**src/rtl/run_event_logger.sv**
```systemverilog
// -----------------------------------------------------------------------------
// run_event_logger
//
// Records each run of equal bits that an upstream run detector reports.
// While z stays high, the block counts the run length. When z falls, it
// pushes a {kind, length} record into a small FIFO. A consumer drains the
// FIFO with a valid/ready handshake. A record that arrives while the FIFO is
// full is dropped, and this sets a sticky overflow flag.
//
// Parameters
//   DEPTH  record FIFO depth (power of two, 2..16)
//   LEN_W  run-length field width
//
// Ports
//   clk       clock, rising edge
//   aclr      asynchronous active-low reset
//   z         detection flag, high while a 4-long run persists
//   y         upstream state code: 4'b1000 = ones run, 4'b0100 = zeros run
//   rd_ready  consumer accepts the head record this cycle
//   clr_ovf   synchronous clear of overflow (a drop on the same edge wins)
//   rd_valid  FIFO holds at least one record
//   rd_kind   head record kind (1 = ones run, 0 = zeros run)
//   rd_len    head record length in clk cycles (saturating)
//   overflow  sticky: a record was dropped
//   ev_cnt    16-bit count of accepted records, wrapping
//             (only present when RUN_EVENT_LOGGER_COUNT_EN is defined)
//
// Build option: define RUN_EVENT_LOGGER_COUNT_EN to add the ev_cnt port.
// -----------------------------------------------------------------------------
module run_event_logger #(
  parameter int DEPTH = 4,
  parameter int LEN_W = 8
) (
  input  logic             clk,
  input  logic             aclr,
  input  logic             z,
  input  logic [3:0]       y,
  input  logic             rd_ready,
  input  logic             clr_ovf,
  output logic             rd_valid,
  output logic             rd_kind,
  output logic [LEN_W-1:0] rd_len,
`ifdef RUN_EVENT_LOGGER_COUNT_EN
  output logic             overflow,
  output logic [15:0]      ev_cnt
`else
  output logic             overflow
`endif
);

  localparam int PTR_W = (DEPTH > 1) ? $clog2(DEPTH) : 1;
  localparam logic [LEN_W-1:0] LEN_MAX = '1;
  localparam logic [PTR_W:0]   FULL_CNT = (PTR_W+1)'(DEPTH);

  typedef enum logic {IDLE, RUN} state_t;

  state_t             state;
  logic               kind;
  logic [LEN_W-1:0]   len;

  // Each entry holds {kind, len}. The kind bit is the MSB.
  logic [LEN_W:0]     mem [DEPTH];
  logic [PTR_W-1:0]   wr_ptr;
  logic [PTR_W-1:0]   rd_ptr;
  logic [PTR_W:0]     count;

  logic push;
  logic pop;
  logic full;
  logic accept;
  logic drop;

  // A run ends on the edge that samples z low while in RUN.
  assign push   = (state == RUN) && !z;
  assign pop    = rd_valid && rd_ready;
  assign full   = (count == FULL_CNT);
  // When the FIFO is full, a pop on the same edge frees the slot the push needs.
  assign accept = push && (!full || pop);
  assign drop   = push && full && !pop;

  // Capture FSM. The kind is latched only on entry to RUN, so later
  // changes on y are ignored.
  always_ff @(posedge clk or negedge aclr) begin
    if (!aclr) begin
      state <= IDLE;
      kind  <= 1'b0;
      len   <= '0;
    end else begin
      // NOTE: sequential state uses non-blocking assignments so that every
      // register in this block samples the pre-edge values of the others.
      case (state)
        IDLE: begin
          if (z) begin
            state <= RUN;
            kind  <= y[3];
            len   <= LEN_W'(1);
          end
        end
        RUN: begin
          if (z) begin
            if (len != LEN_MAX) len <= len + LEN_W'(1);
          end else begin
            state <= IDLE;
          end
        end
        default: state <= IDLE;
      endcase
    end
  end

  // FIFO storage.
  // NOTE: the memory array has no reset. Entries become visible only
  // through count, and the outputs below are forced low while the FIFO is
  // empty. Reset of the pointers and count is therefore enough.
  always_ff @(posedge clk) begin
    if (accept) mem[wr_ptr] <= {kind, len};
  end

  // FIFO pointers and occupancy. DEPTH is a power of two, so the pointers
  // wrap naturally.
  always_ff @(posedge clk or negedge aclr) begin
    if (!aclr) begin
      wr_ptr <= '0;
      rd_ptr <= '0;
      count  <= '0;
    end else begin
      if (accept) wr_ptr <= wr_ptr + PTR_W'(1);
      if (pop)    rd_ptr <= rd_ptr + PTR_W'(1);
      case ({accept, pop})
        2'b10:   count <= count + (PTR_W+1)'(1);
        2'b01:   count <= count - (PTR_W+1)'(1);
        default: count <= count;
      endcase
    end
  end

  // Sticky overflow. A drop on the same edge takes priority over the clear.
  always_ff @(posedge clk or negedge aclr) begin
    if (!aclr) begin
      overflow <= 1'b0;
    end else if (drop) begin
      overflow <= 1'b1;
    end else if (clr_ovf) begin
      overflow <= 1'b0;
    end
  end

`ifdef RUN_EVENT_LOGGER_COUNT_EN
  always_ff @(posedge clk or negedge aclr) begin
    if (!aclr) begin
      ev_cnt <= '0;
    end else if (accept) begin
      ev_cnt <= ev_cnt + 16'd1;
    end
  end
`endif

  // The head outputs are decoded from registers only, so there is no path
  // from z. They are forced to zero while the FIFO is empty, which keeps
  // them at zero out of reset.
  logic [LEN_W:0] head;
  assign head     = mem[rd_ptr];
  assign rd_valid = (count != '0);
  assign rd_kind  = rd_valid & head[LEN_W];
  assign rd_len   = rd_valid ? head[LEN_W-1:0] : '0;

endmodule

```
**config.mk**
```make
export PLATFORM = sky130hd
export DESIGN_NAME = run_event_logger
export DESIGN_NICKNAME = d
export VERILOG_FILES = /design/src/rtl/run_event_logger.sv
export SDC_FILE = /design/constraint.sdc
export NUM_CORES = 1
export LEC_CHECK = 0
export BUFFER_PORTS_ARGS = -buffer_cell sky130_fd_sc_hd__buf_4
export CORE_ASPECT_RATIO = 0.9
export CORE_MARGIN = 2
export CORE_UTILIZATION = 52
export DETAILED_ROUTE_END_ITERATION = 10
export HOLD_SLACK_MARGIN = 0.02
export MAX_ROUTING_LAYER = met4
export PLACE_DENSITY = 0.74
export RECOVER_POWER = 50
export SLEW_MARGIN = 15
export SYNTH_ARGS = -nofsm -noshare
export SYNTH_HDL_FRONTEND = slang
export SYNTH_SLANG_ARGS = --single-unit
```
**constraint.sdc**
```tcl
create_clock -name clk -period 2.35 [get_ports clk]
set_input_delay 0.3525 -clock clk [delete_from_list [all_inputs] [get_ports clk]]
set_output_delay 0.3525 -clock clk [all_outputs]
set_load 0.05 [all_outputs]
```
==> impl_results.rst, run 1 <==
.. list-table::
   :header-rows: 1

   * - Metric
     - Value
   * - Status
     - finished clean
   * - Critical Path RT
     - 2580 ps
   * - First-pass iteration count of the detailed router
     - 4
   * - Data arrival time of the critical path
     - 2480 ps
   * - Pin count of the biggest net entering global routing
     - 19
   * - Final net count
     - 188
   * - Timing endpoint of the critical path
     - count[2]$_DFFE_PN0P_
   * - Period utilisation layout
     - 95.5%
   * - Count of warnings emitted by yosys
     - 0
   * - Syn Inst Count
     - 150
   * - Remaining design rule violation count
     - 0
   * - Final number of max-transition violations
     - 0
   * - Mean Syn Cell Area
     - 15.6 um^2
   * - Post-synth top area share
     - 46.2%
   * - Crit path max fanout
     - 3
   * - Capturing element type of the critical path
     - flip-flop
   * - R2r setup slk
     - 110 ps
   * - Library cell with the largest summed area after synthesis
     - sky130_fd_sc_hd__edfxtp_1
   * - Global-route usage over all layers
     - 18.4%
   * - FF+latch count, synth
     - 54
   * - RePlAce Congestion
     - 0.849
   * - Num ports
     - 20
   * - Count of endpoints failing hold in the final timing report
     - 0
   * - Final Routed Wirelength
     - 3920 um
   * - Number of antenna violations at the first check in global routing
     - 0
   * - Overall die area
     - 5060 um^2
   * - Crit Path Category
     - reg -> reg
   * - Reg-to-Reg End
     - count[2]$_DFFE_PN0P_
   * - Finished Cell Area
     - 2660 um^2
   * - Detailed router's first-iteration violation count
     - 131
   * - Area of the core
     - 4400 um^2
   * - Vias in the first global route
     - 1261
   * - Synth Flop Type
     - sky130_fd_sc_hd__edfxtp_1
   * - Count of antenna-violating nets left after detailed routing
     - 0
   * - Leakage component of the power
     - 1.02 nW
   * - Total buffers and inverters traversed by the critical path
     - 2
   * - Vertical die dimension
     - 67.7 um
   * - Total clock buffers created by CTS
     - 5
   * - Worst ir drop on vdd
     - 0.693 mV
   * - Vias
     - 1293
   * - Top sig layer
     - met4
   * - Net count after synthesis
     - 166
   * - H-tree levels
     - 2
   * - Clock tree root buffer cell
     - sky130_fd_sc_hd__clkbuf_8
   * - Sequential fraction of the synthesis area
     - 65.4%
   * - Area after detailed placement
     - 2540 um^2
   * - Clock Skews
     - 4.25 ps
   * - CTS clk-pin slew, worst paths
     - 90 ps
   * - Area Growth Syn to Fin
     - 13.6%
   * - Total design power
     - 3.32 mW
   * - Post-synth cell types
     - 38
   * - Post-synth top cells
     - 36 x sky130_fd_sc_hd__edfxtp_1, 18 x sky130_fd_sc_hd__dfrtp_1, 12 x sky130_fd_sc_hd__and2_1
   * - Sequence of cells on the critical path
     - or4b_4, and3_4, inv_1, ha_2, inv_1, fa_2, xor2_1, nor2_1, xor2_1
   * - Final global-route overflow total
     - 0
   * - Count of cell instances traversed by the critical path
     - 9
   * - Max-Cap Viols
     - 0
   * - Worst setup startpoint
     - count[1]$_DFFE_PN0P_
   * - Sinks on Clock Net
     - 54
   * - Actual transition at the worst max-transition pin
     - 968 ps
   * - Areal power density over the cells
     - 1250 nW/um^2
   * - Length in cells of the worst reg-to-reg path
     - 9
   * - Final period demand of the worst path
     - 2240 ps
   * - Critical Path Source Type
     - flip-flop
   * - Critical path's top delay family
     - simple AND/OR/NAND/NOR gates
   * - Post-synth EDFFs
     - 36
   * - Die Wd
     - 74.7 um
   * - Detail Route met3 WL
     - 145 um
   * - Final Setup Violations
     - 0
   * - Max Freq
     - 445 MHz
   * - Detailed-route vias per instance
     - 5.50
   * - Buffers added on ports
     - 16
   * - Setup repair after global routing missed its margin
     - no
   * - CTS tree
     - done
   * - Starting density of the core
     - 53.2%
   * - Detail Route met2 WL
     - 2020 um
   * - Final-layout setup total negative slack
     - 0 ps
   * - Slowest CP cell
     - sky130_fd_sc_hd__or4b_4
   * - Maximum root-to-sink buffer count
     - 2
   * - Final routed wire length divided by cell count
     - 16.7 um
   * - Area of the mapped netlist
     - 2340 um^2
   * - Clock insertion delay at the later pin of the skew report
     - 300 ps
   * - Leading cell type by number of instances after synthesis
     - sky130_fd_sc_hd__edfxtp_1
   * - Placed wire-length estimate after detailed placement
     - 2670 um
   * - R2r startpoint
     - count[1]$_DFFE_PN0P_
   * - Share of flip-flops with an asynchronous set or reset after synthesis
     - 33.3%
   * - Hold Crit Class
     - in -> reg
   * - DRT met1 WL
     - 1730 um
   * - Layout cell share with drive strength beyond 1
     - 25.4%
   * - Worst relative slew slack
     - 35.5%
   * - Floorplan row count
     - 23
   * - Cells taking the most area after synthesis
     - sky130_fd_sc_hd__edfxtp_1 46%, sky130_fd_sc_hd__dfrtp_1 19%, sky130_fd_sc_hd__mux4_2 8.7%
   * - Highest cell delay on the worst timing path
     - 550 ps
   * - ANT cells
     - 0
   * - Wire length of the first global-routing pass
     - 6330 um
sequential cells by signal (all words and copies together) (netlist names):
register / cells
mem: 36
count: 3
rd_ptr: 2
overflow: 1
kind: 1
state: 1
wr_ptr: 2
len: 8
kinds of logic after synthesis:
kind of cell             count (synthesis)  synth area share, %
flip-flops                              54                 65.4
AND/OR/NAND/NOR                         38                 9.35
buffers and inverters                   17                 3.10
multiplexers                            15                 11.5
AO/OA/AOI/OAI                           13                 4.28
adder cells (fa/ha/maj)                  7                 4.06
XOR/XNOR                                 6                 2.25
per-layer routing:
layer | GRT usage [%] | vias to the layer above
li1 | - | 601
met1 | 24.1 | 657
met5 | - | -
met2 | 28.1 | 33
met3 | 5.07 | 2
met4 | 6.03 | 0
through the flow:
stage | cells | setup WS [ps] | utilization (%) | hold WS (ps)
6_report | 235 | 105 | 60.4 | 230
5_1_grt | 235 | 4.60 | 60.4 | 212
4_1_cts | 235 | 34.2 | 60.3 | 212
3_5_place_dp | 226 | 24.8 | 57.6 | 237
3_3_place_gp | 226 | 36.3 | 57.6 | 233
2_1_floorplan | 150 | 59.8 | - | 56.9
layout by cell type, fill, tap and decap left out, drive strengths merged, types with 2 or more instances in the layout:
cell type / synthesis / final
mux4: 9 / 9
mux2i: 3 / 3
xor2: 3 / 3
a21oi: 2 / 2
clkbuf: 4 / 8
buf: 2 / 17
nand2: 5 / 5
xnor2: 3 / 3
edfxtp: 36 / 36
nand3: 4 / 4
and3: 2 / 2
nor2: 4 / 4
dfrtp: 18 / 18
a22o: 2 / 2
nand4: 3 / 3
mux2: 3 / 3
inv: 11 / 11
clkinv: 0 / 2
and2: 14 / 14
ha: 6 / 6
how the worst min path moves through the flow:
stage / startpoint / end / cells past startpoint / slack (ps)
final: clr_ovf / overflow$_DFFE_PN0P_ / 2 / 230
after global routing: clr_ovf / overflow$_DFFE_PN0P_ / 2 / 210
after CTS: z / state$_DFF_PN0_ / 1 / 210
after detailed placement: aclr / wr_ptr[1]$_DFFE_PN0P_ / 1 / 240
after global placement: aclr / wr_ptr[1]$_DFFE_PN0P_ / 1 / 230
after floorplan: aclr / count[0]$_DFFE_PN0P_ / 0 / 60
cell type report:
cell class / count / area, um^2
multi-input cells: 79 / 751
clock inverters: 3 / 40.0
clock buffers: 5 / 68.8
flip-flops and latches: 54 / 1530
repair buffers: 21 / 149
well taps: 62 / 77.6
inverters: 11 / 41.3
fillers: 324 / 1740
worst reg2reg max path, delay by kind of cell (launching register included):
kind	cells	cell delay (ps)
flip-flops	1	400
XOR/XNOR	2	290
buffers and inverters	2	100
AND/OR/NAND/NOR	3	870
adder cells (fa/ha/maj)	2	500
report_power, final:
part           internal, mW  switching (mW)  leakage, nW
logic                 0.556           0.785        0.402
clock network         0.314           0.287       0.0579
registers              1.21           0.167        0.558
what timing repair did:
action | 4_1_cts | 5_1_grt
hold buffers | 1 | 0
setup buffers | 0 | 0
resized for setup | 0 | 4
hold endpoints to repair | 18 | 0
endpoints found under the setup margin | 0 | 1
No activity file was read; power rests on OpenSTA's default activity.
==> inputs of run 2 (changes only) <==
--- a/config.mk
+++ b/config.mk
@@ -8,11 +8,11 @@
 export BUFFER_PORTS_ARGS = -buffer_cell sky130_fd_sc_hd__buf_4
 export CORE_ASPECT_RATIO = 0.9
 export CORE_MARGIN = 2
-export CORE_UTILIZATION = 52
+export CORE_UTILIZATION = 57
 export DETAILED_ROUTE_END_ITERATION = 10
 export HOLD_SLACK_MARGIN = 0.02
 export MAX_ROUTING_LAYER = met4
-export PLACE_DENSITY = 0.74
+export PLACE_DENSITY = 0.77
 export RECOVER_POWER = 50
 export SLEW_MARGIN = 15
 export SYNTH_ARGS = -nofsm -noshare
==> constraint.sdc (replaced) <==
create_clock -name clk -period 2.3 [get_ports clk]
set_input_delay 0.345 -clock clk [delete_from_list [all_inputs] [get_ports clk]]
set_output_delay 0.345 -clock clk [all_outputs]
set_load 0.05 [all_outputs]
==> run 2 against run 1 <==
Compared with the run above: sequential share of layout area decreased by 0.32 points; die area decreased by 8.3%; first-iteration DRC count decreased by 1.5%; total power increased by 0.61%; clock power decreased by 18%; count of clock-buffer cells in the layout increased by 3; critical endpoint unchanged.
==> impl_results.rst, run 2 (same netlist as run 1, synthesis figures left out) <==
.. list-table::
   :header-rows: 1

   * - Metric
     - Value
   * - Slowest CP cell
     - sky130_fd_sc_hd__or4b_4
   * - Detailed router's first-iteration violation count
     - 129
   * - Final worst hold slack
     - 220 ps
   * - DP Worst Slack
     - -94.8 ps
   * - Floorplan row count
     - 22
   * - Max-Cap Viols
     - 0
   * - Number of flip-flops in the largest register
     - 36
   * - Wire length of the first global-routing pass
     - 6790 um
   * - Most prevalent standard cell on the critical path
     - sky130_fd_sc_hd__xor2_1
   * - Top register by number of flip-flops
     - mem
   * - Data arrival time of the critical path
     - 2450 ps
   * - Buffers added on ports
     - 16
   * - Max Freq
     - 448 MHz
   * - Count of antenna-violating nets left after detailed routing
     - 0
   * - Remaining design rule violation count
     - 0
   * - Vertical die dimension
     - 64.8 um
   * - Period utilisation layout
     - 97.1%
   * - Critical Path RT
     - 2520 ps
   * - Final global-route overflow total
     - 0
   * - Vias in the first global route
     - 1379
   * - Crit path max fanout
     - 2
   * - First-pass iteration count of the detailed router
     - 4
   * - RePlAce Congestion
     - 0.786
   * - Overall die area
     - 4640 um^2
   * - Sequence of cells on the critical path
     - or4b_4, and3_4, inv_4, ha_4, inv_2, fa_2, xor2_1, nor2_1, xor2_1
   * - Starting density of the core
     - 58.3%
   * - Sinks on Clock Net
     - 54
   * - Final Util
     - 66.5%
   * - Final routed wire length divided by cell count
     - 18.6 um
   * - Pin count of the biggest net entering global routing
     - 19
   * - Layout cell share with drive strength beyond 1
     - 27.9%
   * - Final Routed Wirelength
     - 4220 um
   * - Number of antenna violations at the first check in global routing
     - 0
   * - Clock tree root buffer cell
     - sky130_fd_sc_hd__clkbuf_8
   * - Total clock buffers created by CTS
     - 5
   * - Area Growth Syn to Fin
     - 14.2%
   * - Most common library cell in the layout ignoring fill and taps
     - sky130_fd_sc_hd__edfxtp_1
   * - Worst relative slew slack
     - 31.6%
   * - Count of endpoints failing hold in the final timing report
     - 0
   * - Placed wire-length estimate after detailed placement
     - 2740 um
   * - Setup repair after global routing missed its margin
     - yes
   * - Final net count
     - 194
   * - CTS tree
     - done
   * - Final number of max-transition violations
     - 0
   * - Maximum root-to-sink buffer count
     - 2
   * - Actual transition at the worst max-transition pin
     - 1030 ps
   * - Clock Skews
     - 7.04 ps
   * - ANT cells
     - 0
   * - Area of the core
     - 4020 um^2
   * - Clock insertion delay at the later pin of the skew report
     - 300 ps
   * - CTS clk-pin slew, worst paths
     - 90 ps
   * - Worst ir drop on vdd
     - 0.637 mV
   * - H-tree levels
     - 2
   * - Crit Path Category
     - reg -> reg
   * - Final Setup Violations
     - 0
   * - Die Wd
     - 71.6 um
   * - Top library cells by usage in the layout, fill and taps aside
     - 36 x sky130_fd_sc_hd__edfxtp_1, 24 x sky130_fd_sc_hd__buf_4, 18 x sky130_fd_sc_hd__dfrtp_1, 12 x sky130_fd_sc_hd__and2_1
   * - Areal power density over the cells
     - 1250 nW/um^2
   * - Global-route usage over all layers
     - 20.7%
   * - Capturing element type of the critical path
     - flip-flop
   * - Num ports
     - 20
   * - Highest cell delay on the worst timing path
     - 540 ps
   * - Vias
     - 1340
   * - Total design power
     - 3.34 mW
   * - Final setup margin
     - 67.3 ps
   * - Final period demand of the worst path
     - 2230 ps
   * - Detailed-route vias per instance
     - 5.90
   * - Hold Crit Class
     - in -> reg
   * - Status
     - finished clean
   * - Largest registers ranked by flip-flop count
     - mem (36), len (8), count (3)
   * - Leakage component of the power
     - 1.03 nW
   * - Critical Path Source Type
     - flip-flop
run 2: cell count changes in the layout (fill, tap and decap cells not counted), sizes merged:
cell / before / now
bufinv: 1 / 0
clkinv: 2 / 0
buf: 17 / 24
clkbuf: 8 / 10
run 2: cell type report:
type	count	area, um^2
flip-flops and latches	54	1530
well taps	48	60.1
fillers	284	1350
repair buffers	27	198
clock buffers	8	80.1
inverters	11	43.8
multi-input cells	79	761
run 2: power by group:
| group | total, mW | switching, mW | internal [mW] | leakage, nW |
|---|---|---|---|---|
| registers | 1.41 | 0.173 | 1.24 | 0.558 |
| logic | 1.44 | 0.838 | 0.600 | 0.435 |
| clock network | 0.491 | 0.274 | 0.217 | 0.0395 |
| total | 3.34 | 1.29 | 2.05 | 1.03 |
run 2: per-layer routing:
metal	vias up	GRT usage, %	share of wire [%]
met3	12	4.67	6.6
li1	611	-	-
met4	0	8.96	2.6
met1	668	25.9	41
met5	-	-	0
met2	49	32.9	49
run 2: worst max-delay path: cells and delay by family (launching register included):
kind,cells,cell delay [ps]
XOR/XNOR,2,330
AND/OR/NAND/NOR,3,870
adder cells (fa/ha/maj),2,460
flip-flops,1,390
buffers and inverters,2,100
run 2: worst paths after layout:
| path | start | end | slack, ps | cells after the start |
|---|---|---|---|---|
| max | count[0]$_DFFE_PN0P_ | count[2]$_DFFE_PN0P_ | 70 | 9 |
| min | z | state$_DFF_PN0_ | 220 | 1 |
| max reg2reg | count[0]$_DFFE_PN0P_ | count[2]$_DFFE_PN0P_ | 70 | 9 |
| min reg2reg | count[2]$_DFFE_PN0P_ | count[2]$_DFFE_PN0P_ | 530 | 1 |
| max in group asynchronous | aclr | len[3]$_DFFE_PN0P_ | 950 | 2 |
| min in group asynchronous | aclr | wr_ptr[0]$_DFFE_PN0P_ | 730 | 2 |
run 2: metrics by stage:
step | cell area (um^2) | TNS (ps) | instances
2_1_floorplan | 2340 | 0 | 150
3_3_place_gp | 2540 | 0 | 215
3_5_place_dp | 2540 | -94.8 | 215
4_1_cts | 2670 | 0 | 226
5_1_grt | 2670 | -6.38 | 227
6_report | 2670 | 0 | 227
run 2: what timing repair did:
| action | CTS | global route |
|---|---|---|
| endpoints found under the setup margin | 1 | 1 |
| pin swaps | 5 | 4 |
| endpoints found under the hold margin | 18 | 0 |
| hold buffers | 1 | 0 |
| resized for setup | 7 | 1 |
| buffers inserted | 2 | 1 |
==> inputs of run 3 (changes only) <==
--- a/config.mk
+++ b/config.mk
@@ -13,7 +13,7 @@
 export HOLD_SLACK_MARGIN = 0.02
 export MAX_ROUTING_LAYER = met4
 export PLACE_DENSITY = 0.77
-export RECOVER_POWER = 50
+export RECOVER_POWER = 100
 export SLEW_MARGIN = 15
 export SYNTH_ARGS = -nofsm -noshare
 export SYNTH_HDL_FRONTEND = slang
==> run 3 against run 2 <==
Compared with the run above: combinational power is essentially flat; clock skew grew 1.2 ps; die area is the same; hold slack lost 2.3 ps; final area shrank 0.14%; global-route usage is the same; critical path depth is the same.
==> impl_results.rst, run 3 (same netlist as run 1, synthesis figures left out) <==
.. list-table::
   :header-rows: 1

   * - Metric
     - Value
   * - Status
     - finished clean
   * - Period utilisation layout
     - 97.1%
   * - Final worst hold slack
     - 218 ps
   * - Combinational share of power
     - 43.0%
   * - Remaining design rule violation count
     - 0
   * - Count of endpoints failing hold in the final timing report
     - 0
   * - Final-layout setup total negative slack
     - 0 ps
   * - Number of antenna violations at the first check in global routing
     - 0
   * - H-tree levels
     - 2
   * - Areal power density over the cells
     - 1250 nW/um^2
   * - Portion of total power attributed to the clock network
     - 14.8%
   * - Detailed-route vias per instance
     - 5.88
   * - Buffers added on ports
     - 16
   * - Overall die area
     - 4640 um^2
   * - Max-Cap Viols
     - 0
   * - Hold Crit Class
     - in -> reg
   * - Num ports
     - 20
   * - Wire length of the first global-routing pass
     - 6790 um
   * - Vertical die dimension
     - 64.8 um
   * - Global-route usage over all layers
     - 20.7%
   * - CTS tree
     - done
   * - Sinks on Clock Net
     - 54
   * - Floorplan row count
     - 22
   * - Crit path max fanout
     - 2
   * - Starting density of the core
     - 58.3%
   * - Leakage component of the power
     - 1.03 nW
   * - Final routed wire length divided by cell count
     - 18.6 um
   * - Final net count
     - 194
   * - Largest registers ranked by flip-flop count
     - mem (36), len (8), count (3)
   * - Number of flip-flops in the largest register
     - 36
   * - CTS clk-pin slew, worst paths
     - 90 ps
   * - Capturing element type of the critical path
     - flip-flop
   * - Pin count of the biggest net entering global routing
     - 19
   * - Total net switching power
     - 1.29 mW
   * - Worst ir drop on vdd
     - 0.637 mV
   * - Area after detailed placement
     - 2540 um^2
   * - Maximum root-to-sink buffer count
     - 2
   * - Top register by number of flip-flops
     - mem
   * - Setup repair after global routing missed its margin
     - yes
   * - Worst relative slew slack
     - 30.9%
   * - Clock insertion delay at the later pin of the skew report
     - 300 ps
   * - Critical Path RT
     - 2520 ps
   * - Final Setup Violations
     - 0
   * - Crit Path Category
     - reg -> reg
   * - Layout cell share with drive strength beyond 1
     - 27.4%
   * - Area of the core
     - 4020 um^2
   * - Final global-route overflow total
     - 0
   * - Final period demand of the worst path
     - 2230 ps
   * - Actual transition at the worst max-transition pin
     - 1040 ps
   * - Vias in the first global route
     - 1379
   * - First-pass iteration count of the detailed router
     - 4
   * - Placed wire-length estimate after detailed placement
     - 2740 um
   * - Critical Path Source Type
     - flip-flop
   * - Final Routed Wirelength
     - 4220 um
   * - Sequential power share
     - 42.2%
   * - Area Growth Syn to Fin
     - 14.1%
   * - RePlAce Congestion
     - 0.786
   * - Max Freq
     - 448 MHz
   * - Die Wd
     - 71.6 um
   * - Count of antenna-violating nets left after detailed routing
     - 0
   * - Total clock buffers created by CTS
     - 5
   * - ANT cells
     - 0
   * - Final Util
     - 66.4%
   * - Detailed router's first-iteration violation count
     - 132
   * - Most common library cell in the layout ignoring fill and taps
     - sky130_fd_sc_hd__edfxtp_1
   * - Top library cells by usage in the layout, fill and taps aside
     - 36 x sky130_fd_sc_hd__edfxtp_1, 23 x sky130_fd_sc_hd__buf_4, 18 x sky130_fd_sc_hd__dfrtp_1, 12 x sky130_fd_sc_hd__and2_1
   * - Finished Cell Area
     - 2670 um^2
   * - Data arrival time of the critical path
     - 2450 ps
   * - Cell-internal power
     - 2.05 mW
   * - Vias
     - 1334
   * - Count of filler cells inserted in the layout
     - 286
   * - Final number of max-transition violations
     - 0
   * - Clock tree root buffer cell
     - sky130_fd_sc_hd__clkbuf_8
   * - Net switching fraction of the power
     - 38.5%
   * - Clock Skews
     - 8.22 ps
## run 3: cell types whose count changed in the layout (fill, tap and decap cells not counted)
| cell | previous run | this run |
|---|---|---|
| sky130_fd_sc_hd__o21ai_1 | 1 | 0 |
| sky130_fd_sc_hd__buf_4 | 24 | 23 |
| sky130_fd_sc_hd__clkbuf_1 | 5 | 6 |
| sky130_fd_sc_hd__o21ai_0 | 0 | 1 |
## run 3: final cells by class
cell class | instances | area (um^2) | area share (%)
Clock buffer | 8 | 80.1 | 3.00
Tap cell | 48 | 60.1 | 2.25
Sequential cell | 54 | 1530 | 57.4
Inverter | 11 | 43.8 | 1.64
Multi-Input combinational cell | 79 | 761 | 28.5
Timing Repair Buffer | 27 | 194 | 7.26
## run 3: power groups by stage
stage / registers [mW] / clock network [mW] / logic, mW
after detailed placement: 1.43 / 0 / 1.41
after floorplan: 1.35 / 0 / 1.07
after global routing: 1.44 / 0.537 / 1.53
after global placement: 1.40 / 0 / 1.36
final: 1.41 / 0.492 / 1.44
after CTS: 1.40 / 0.499 / 1.44
## run 3: worst paths after layout
check	start	end	slack (ps)	cells after the start
max	count[0]$_DFFE_PN0P_	count[2]$_DFFE_PN0P_	70	9
min	z	state$_DFF_PN0_	220	1
max reg2reg	count[0]$_DFFE_PN0P_	count[2]$_DFFE_PN0P_	70	9
min reg2reg	count[2]$_DFFE_PN0P_	count[2]$_DFFE_PN0P_	530	1
max in group asynchronous	aclr	len[3]$_DFFE_PN0P_	940	2
min in group asynchronous	aclr	wr_ptr[0]$_DFFE_PN0P_	740	2
## run 3: stage by stage
stage	cells	total power, mW	setup slack (ps)
after global placement	215	2.77	56.1
after floorplan	150	2.41	9.83
after global routing	227	3.50	-6.38
final	227	3.34	66.5
after detailed placement	215	2.83	-94.8
after CTS	226	3.35	25.3
## run 3: worst max-delay path, stage by stage (launching register included)
cell	delay, ps
sky130_fd_sc_hd__dfrtp_1	390
sky130_fd_sc_hd__or4b_4	540
sky130_fd_sc_hd__and3_4	200
sky130_fd_sc_hd__inv_4	60
sky130_fd_sc_hd__ha_4	130
sky130_fd_sc_hd__inv_2	40
sky130_fd_sc_hd__fa_2	330
sky130_fd_sc_hd__xor2_1	140
sky130_fd_sc_hd__nor2_1	130
sky130_fd_sc_hd__xor2_1	190
## run 3: what timing repair did
action                                  CTS  global route
pin swaps                                 5             4
setup buffers                             2             1
endpoints found under the setup margin    1             1
hold buffers                              1             0
endpoints found under the hold margin    18             0
gates resized for setup                   7             1
## run 3: per-layer routing
layer	global-route usage [%]	part of all wire, %
met5	-	0
met4	8.96	2.7
met3	4.67	5.4
met2	32.9	49
met1	25.9	43
